[src/rtl/hist_bin_counter_if.sv]
// Pixel-in / bin-out signal bundle for hist_bin_counter.
// The slave modport is the counter itself; master is the pixel source plus bin consumer.
interface hist_bin_counter_if #(
  parameter int unsigned PIXEL_WIDTH = 8,
  parameter int unsigned COUNT_WIDTH = 14
);
  logic [PIXEL_WIDTH-1:0] pix_in;
  logic                   pix_valid;
  logic                   frame_end;
  logic                   busy;
  logic                   pix_drop;
  logic                   acc_clear;
  logic [COUNT_WIDTH-1:0] bin_data;
  logic                   bin_valid;
  logic [PIXEL_WIDTH-1:0] bin_index;
  logic                   bin_last;

  modport master (
    output pix_in, pix_valid, frame_end,
    input  busy, pix_drop, acc_clear, bin_data, bin_valid, bin_index, bin_last
  );

  modport slave (
    input  pix_in, pix_valid, frame_end,
    output busy, pix_drop, acc_clear, bin_data, bin_valid, bin_index, bin_last
  );
endinterface

[src/rtl/hist_bin_counter.sv]
// Per-frame pixel histogram in a bin RAM, swept out (and zeroed) on frame_end.
// Define HIST_SATURATE_EN to make bin counts saturate instead of wrapping.
module hist_bin_counter #(
  parameter int unsigned PIXEL_WIDTH = 8,
  parameter int unsigned COUNT_WIDTH = 14
) (
  input logic         clk,
  input logic         arstn,
  hist_bin_counter_if.slave hist
);

  localparam int unsigned NBINS = 2 ** PIXEL_WIDTH;
  localparam logic [PIXEL_WIDTH:0] LastBin = (PIXEL_WIDTH + 1)'(NBINS - 1);

  typedef logic [PIXEL_WIDTH-1:0] idx_t;
  typedef logic [COUNT_WIDTH-1:0] cnt_t;

  typedef enum logic [2:0] {
    StInit,
    StCount,
    StDrain,
    StClr,
    StReadout
  } state_e;

  state_e               state_q, state_d;
  logic [PIXEL_WIDTH:0] seq_q, seq_d;
  logic                 drain_q, drain_d;

  // Counting pipeline: read stage, then the write currently on the port, then the one before it.
  logic rd_v_q, wr_v_q, wr2_v_q;
  idx_t rd_idx_q, wr_idx_q, wr2_idx_q;
  cnt_t wr_data_q, wr2_data_q;

  logic ro_v_q;
  idx_t ro_idx_q;
  logic drop_q;

  cnt_t mem [NBINS];
  cnt_t ram_rdata;
  idx_t ram_raddr;
  logic ram_we;
  idx_t ram_waddr;
  cnt_t ram_wdata;

  logic busy;
  logic issue_pix, issue_ro;
  cnt_t operand, incr;

  assign busy      = (state_q != StCount);
  assign issue_pix = (state_q == StCount) && hist.pix_valid;
  assign issue_ro  = (state_q == StReadout) && !seq_q[PIXEL_WIDTH];
  assign ram_raddr = (state_q == StReadout) ? seq_q[PIXEL_WIDTH-1:0] : hist.pix_in;

  // The RAM returns pre-write data for the two most recent writes, so forward them.
  always_comb begin
    operand = ram_rdata;
    if (wr_v_q && (wr_idx_q == rd_idx_q)) begin
      operand = wr_data_q;
    end else if (wr2_v_q && (wr2_idx_q == rd_idx_q)) begin
      operand = wr2_data_q;
    end
  end

`ifdef HIST_SATURATE_EN
  assign incr = (operand == '1) ? operand : operand + cnt_t'(1);
`else
  assign incr = operand + cnt_t'(1);
`endif

  always_comb begin
    ram_we    = 1'b0;
    ram_waddr = '0;
    ram_wdata = '0;
    if (state_q == StInit) begin
      ram_we    = 1'b1;
      ram_waddr = seq_q[PIXEL_WIDTH-1:0];
    end else if (wr_v_q) begin
      ram_we    = 1'b1;
      ram_waddr = wr_idx_q;
      ram_wdata = wr_data_q;
    end else if (ro_v_q) begin
      ram_we    = 1'b1;
      ram_waddr = ro_idx_q;
    end
  end

  always_ff @(posedge clk) begin
    if (ram_we) begin
      mem[ram_waddr] <= ram_wdata;
    end
    ram_rdata <= mem[ram_raddr];
  end

  always_comb begin
    state_d = state_q;
    seq_d   = seq_q;
    drain_d = drain_q;
    unique case (state_q)
      StInit: begin
        seq_d = seq_q + 1'b1;
        if (seq_q == LastBin) begin
          state_d = StCount;
          seq_d   = '0;
        end
      end
      StCount: begin
        if (hist.frame_end) begin
          state_d = StDrain;
          drain_d = 1'b0;
        end
      end
      StDrain: begin
        drain_d = 1'b1;
        if (drain_q) begin
          state_d = StClr;
        end
      end
      StClr: begin
        state_d = StReadout;
        seq_d   = '0;
      end
      StReadout: begin
        seq_d = seq_q + 1'b1;
        // seq_q == NBINS is the cycle presenting the last bin; no read is issued.
        if (seq_q[PIXEL_WIDTH]) begin
          state_d = StCount;
          seq_d   = '0;
        end
      end
      default: state_d = StInit;
    endcase
  end

  always_ff @(posedge clk or negedge arstn) begin
    if (!arstn) begin
      state_q    <= StInit;
      seq_q      <= '0;
      drain_q    <= 1'b0;
      rd_v_q     <= 1'b0;
      rd_idx_q   <= '0;
      wr_v_q     <= 1'b0;
      wr_idx_q   <= '0;
      wr_data_q  <= '0;
      wr2_v_q    <= 1'b0;
      wr2_idx_q  <= '0;
      wr2_data_q <= '0;
      ro_v_q     <= 1'b0;
      ro_idx_q   <= '0;
      drop_q     <= 1'b0;
    end else begin
      state_q    <= state_d;
      seq_q      <= seq_d;
      drain_q    <= drain_d;
      rd_v_q     <= issue_pix;
      rd_idx_q   <= hist.pix_in;
      wr_v_q     <= rd_v_q;
      wr_idx_q   <= rd_idx_q;
      wr_data_q  <= incr;
      wr2_v_q    <= wr_v_q;
      wr2_idx_q  <= wr_idx_q;
      wr2_data_q <= wr_data_q;
      ro_v_q     <= issue_ro;
      ro_idx_q   <= seq_q[PIXEL_WIDTH-1:0];
      drop_q     <= drop_q | (hist.pix_valid & busy);
    end
  end

  assign hist.busy      = busy;
  assign hist.pix_drop  = drop_q;
  assign hist.acc_clear = (state_q == StClr);
  assign hist.bin_valid = ro_v_q;
  assign hist.bin_index = ro_v_q ? ro_idx_q : '0;
  assign hist.bin_data  = ro_v_q ? ram_rdata : '0;
  assign hist.bin_last  = ro_v_q && (ro_idx_q == '1);

endmodule

[src/flat_wrapper.sv]
// flat-port wrapper written by rule: the top's interface ports become plain ports
module hist_bin_counter_flat 
#(
  parameter int unsigned PIXEL_WIDTH = 8,
  parameter int unsigned COUNT_WIDTH = 14
)
  (clk, arstn, hist_pix_in, hist_pix_valid, hist_frame_end, hist_busy, hist_pix_drop, hist_acc_clear, hist_bin_data, hist_bin_valid, hist_bin_index, hist_bin_last);
  hist_bin_counter_if #(.PIXEL_WIDTH(PIXEL_WIDTH), .COUNT_WIDTH(COUNT_WIDTH)) hist_i ();
  input logic clk;
  input logic arstn;
  input wire logic [$bits(hist_i.pix_in)-1:0] hist_pix_in;
  input wire logic [$bits(hist_i.pix_valid)-1:0] hist_pix_valid;
  input wire logic [$bits(hist_i.frame_end)-1:0] hist_frame_end;
  output wire logic [$bits(hist_i.busy)-1:0] hist_busy;
  output wire logic [$bits(hist_i.pix_drop)-1:0] hist_pix_drop;
  output wire logic [$bits(hist_i.acc_clear)-1:0] hist_acc_clear;
  output wire logic [$bits(hist_i.bin_data)-1:0] hist_bin_data;
  output wire logic [$bits(hist_i.bin_valid)-1:0] hist_bin_valid;
  output wire logic [$bits(hist_i.bin_index)-1:0] hist_bin_index;
  output wire logic [$bits(hist_i.bin_last)-1:0] hist_bin_last;
  assign hist_i.pix_in = hist_pix_in;
  assign hist_i.pix_valid = hist_pix_valid;
  assign hist_i.frame_end = hist_frame_end;
  assign hist_busy = hist_i.busy;
  assign hist_pix_drop = hist_i.pix_drop;
  assign hist_acc_clear = hist_i.acc_clear;
  assign hist_bin_data = hist_i.bin_data;
  assign hist_bin_valid = hist_i.bin_valid;
  assign hist_bin_index = hist_i.bin_index;
  assign hist_bin_last = hist_i.bin_last;
  hist_bin_counter #(.PIXEL_WIDTH(PIXEL_WIDTH), .COUNT_WIDTH(COUNT_WIDTH)) u_core (.clk(clk), .arstn(arstn), .hist(hist_i));
endmodule
[config.mk]
export PLATFORM = sky130hd
export DESIGN_NAME = hist_bin_counter_flat
export DESIGN_NICKNAME = d
export VERILOG_FILES = /design/src/rtl/hist_bin_counter_if.sv /design/src/rtl/hist_bin_counter.sv /design/src/flat_wrapper.sv
export SDC_FILE = /design/constraint.sdc
export NUM_CORES = 2
export LEC_CHECK = 0
export ABC_CLOCK_PERIOD_IN_PS = 6700
export CORE_MARGIN = 5
export CORE_UTILIZATION = 46
export DETAILED_ROUTE_END_ITERATION = 8
export PLACE_DENSITY = 0.69
export SLEW_MARGIN = 40
export SYNTH_ARGS = -nofsm -noshare
export SYNTH_HDL_FRONTEND = slang
export SYNTH_SLANG_ARGS = --single-unit
export TNS_END_PERCENT = 1
[constraint.sdc]
create_clock -name clk -period 6.7 [get_ports clk]
set_input_delay 0.67 -clock clk [delete_from_list [all_inputs] [get_ports clk]]
set_output_delay 0.67 -clock clk [all_outputs]
set_load 0.02 [all_outputs]
==> impl_metrics.yaml <==
global_routing:
  grt-ovfl-total: 0
  use_met2: 0.3850
  grt_pass1_wl_um: 621400
  use_met3: 0.07972
  globalRouteMet1Util: 0.3543
  busiest_layer: "met2"
  grt_usage: 0.2617
  grt_max_degree: 185
  grt_pass1_vias: 86990
  antenna_found_initial: 26
clock_network:
  path_clk_slew_ps: 60
  clockBufferDepth: 4
  cts_setup_buffers: 0
  cts_tree: "yes"
  clockRootBuffer: "clkbuf_16"
  cts_num_sinks: 3676
  htreeDepth: 5
  cts_buffers: 358
  clkLatencyLatePin_ps: 950
logic_synthesis:
  postSynthCellCount: 10360
  synth_flop_cell: "edfxtp_1"
  synth_edf_count: 3584
  seq_area_frac_synth: 0.7649
  syn_area_per_cell_um2: 13.87
  synth_area_um2: 143600
  synthArstFlopShare: 0.02122
  synthesis.nets: 10370
  ys_warn_count: 0
  synth_cell_types: 71
  ys_ff_latch: 3676
route:
  drtPass1Iterations: 9
  post_drt_wl_per_cell_um: 29.01
  wl_um: 436100
  vias_per_cell: 6.188
  vias: 93030
  drt_iter0_markers: 15460
  final_antenna_net_count: 0
  drc: 1
timing:
  maxSlewViolCount: 0
  max_freq_ghz: 0.1844
  tightest_slew_ps: 977.4
  rsz0062_at_grt: "no"
  skew_ps: 53.88
  timing.final.ws_setup_ps: 1277
  finalCriticalPeriod_ps: 5423
  tns_ps: 0
  relSlewSlack: 0.3477
  hold_viol: 0
  setup_violations: 0
  fin_crit_sh: 0.8094
pwr:
  p_total_uw: 44930
  max-vdd-ir-drop_mv: 0.2171
  powerDensity_nw_per_um2: 275.6
  leakagePower_uw: 0.05177
worst_setup_path:
  critical_path_class: "reg2reg"
  cp.arrival_ps: 6160
  path_max_fanout: 59
  slowest_delay_ps: 850
  path_cells: "nor4bb_1 -> a21oi_4 -> buf_4 -> buf_12 -> nor2_4 -> buf_4 -> nand3_1 -> nand4_1 -> a41oi_1 -> nor4_2 -> nand3_1"
  cpMaxStageDelayCell: "dfrtp_1"
  crit_path_end_kind: "flip-flop"
  worst_ep_required_time_ps: 7440
  crit_path_start_kind: "flip-flop"
status:
  violations: "DRC"
  outcome: "finished, violations left"
final_layout:
  drive_gt1_frac: 0.1060
  layout_common_cells: "edfxtp_1, nand2_1, nand3_1, buf_4, clkbuf_16"
  postLayoutCoreUtil: 0.5236
  syn2layout_area_growth_pct: 13.52
  layout.nets: 10600
  layout_commonest_cell: "edfxtp_1"
die:
  die_h_um: 568.8
  dieArea_um2: 323500
  ios: 39
  coreArea_um2: 311400
  num_rows: 205
  initial_core_util: 0.4612
  die_w_um: 568.8
placed_design:
  dp_slack_ps: 1338
  hpwl_um: 261200
  portBuffers: 38
  gp_congestion: 0.9427
job:
  cap_violations: 0
hold_path:
  hold_path.class: "in2reg"
[worst max-delay path, delay by kind of cell (launching register included)]
family / cells / cell delay (ps)
compound gates: 2 / 630
buf+inv: 3 / 950
flops: 1 / 850
simple gates: 6 / 2750
[cells by family (layout without fill, tap and decap cells)]
logic type / after synthesis / count (layout) / synth area share
flip-flops: 3676 / 3676 / 0.7649
multiplexers: 347 / 347 / 0.02800
XOR/XNOR: 28 / 28 / 0.001708
buffers and inverters: 653 / 1169 / 0.02040
adder cells (fa/ha/maj): 2 / 2 / 0.0001742
other: 0 / 19 / 0
AND/OR/NAND/NOR: 4572 / 4572 / 0.1363
AO/OA/AOI/OAI: 1080 / 1080 / 0.04852
[final timing paths]
check	from	endpoint	cells after the start	slack (ps)
worst max-delay path	u_core.seq_q[0]	u_core.ram_rdata[3]	11	1280
worst min-delay path	hist_pix_valid	u_core.rd_v_q	3	330
worst max register to register	u_core.seq_q[0]	u_core.ram_rdata[3]	11	1280
worst min register to register	u_core.rd_v_q	u_core.wr_v_q	0	360
max in group asynchronous	arstn	u_core.rd_idx_q[0]	2	5850
min in group asynchronous	arstn	u_core.wr2_data_q[8]	2	370
[power breakdown]
group          total (uW)  leakage [uW]  switching, uW  internal (uW)
sequential          24800        0.0268           6.97          24800
clock               20000       0.00562           8690          11400
combinational        43.7        0.0194           28.8           14.9
[metal layers]
layer  wire [um]  vias up
met4       24570       18
met2      192200     6764
met5         114        -
met3       61700     1090
li1            -    39060
met1      157500    46100
[cell type report]
class / instances / area, um2
fillers: 24880 / 148400
flip-flops and latches: 3676 / 109900
multi-input cells: 6029 / 31470
clock buffers: 431 / 9348
well taps: 4140 / 5180
repair buffers: 512 / 4880
clock inverters: 220 / 2237
diodes: 19 / 47.55
inverters: 6 / 22.52
[repair_timing]
item / in CTS / in global routing
hold buffers: 1 / 0
gates resized for setup: 0 / 0
endpoints found under the hold margin: 78 / 0
[flip-flops by register name, indices dropped and copies added (netlist names)]
name	flops
u_core.wr_data_q	14
u_core.ram_rdata	14
u_core.rd_v_q	1
u_core.state_q	3
u_core.hist.bin_valid	1
u_core.wr2_data_q	14
u_core.wr2_idx_q	8
u_core.wr_idx_q	8
u_core.rd_idx_q	8
u_core.mem	3584
u_core.wr_v_q	1
u_core.drain_q	1
u_core.hist.pix_drop	1
u_core.seq_q	9
u_core.ro_idx_q	8
u_core.wr2_v_q	1
[per-stage QoR]
stage	hold slack [ps]	instance area (um2)	std cells
finish	327.9	163000	15030
global route	373.3	163000	15020
CTS	291.1	162700	15010
detailed placement	350.4	151100	14350
global placement	339.6	150500	14340
floorplan	331.2	143600	10360
[synth_stat cells (4+ instances only)]
master,count,share of area
nand3b_1,4,0.00021
nand3_1,982,0.034
inv_1,6,0.00016
buf_2,290,0.010
o2111ai_1,43,0.0026
a21oi_1,284,0.0099
o211ai_1,5,0.00026
a31oi_1,295,0.013
o31ai_1,6,0.00031
o21bai_1,10,0.00052
and3_1,63,0.0027
nor2_1,321,0.0084
xor2_1,12,0.00073
nand4_1,251,0.011
a311oi_1,4,0.00024
a41oi_1,40,0.0024
a32oi_1,68,0.0041
a21o_1,5,0.00026
a32o_1,9,0.00063
nand2b_1,9,0.00039
buf_6,8,0.00063
mux2i_1,302,0.021
o21ai_0,78,0.0027
clkbuf_1,261,0.0068
dfrtp_1,78,0.014
mux4_2,40,0.0063
dfxtp_1,14,0.0020
nor3_1,11,0.00038
a22oi_1,74,0.0039
a211oi_1,18,0.00094
nor3b_1,7,0.00037
edfxtp_1,3584,0.75
o22ai_1,103,0.0045
nor2b_1,20,0.00087
buf_1,73,0.0019
and2_1,27,0.0012
buf_4,15,0.00078
o21ai_1,5,0.00017
nor4_1,36,0.0016
a31o_2,4,0.00024
a21boi_0,7,0.00037
nand2_1,2820,0.074
xnor2_1,16,0.00098
Power figures use the tool's default switching activity.
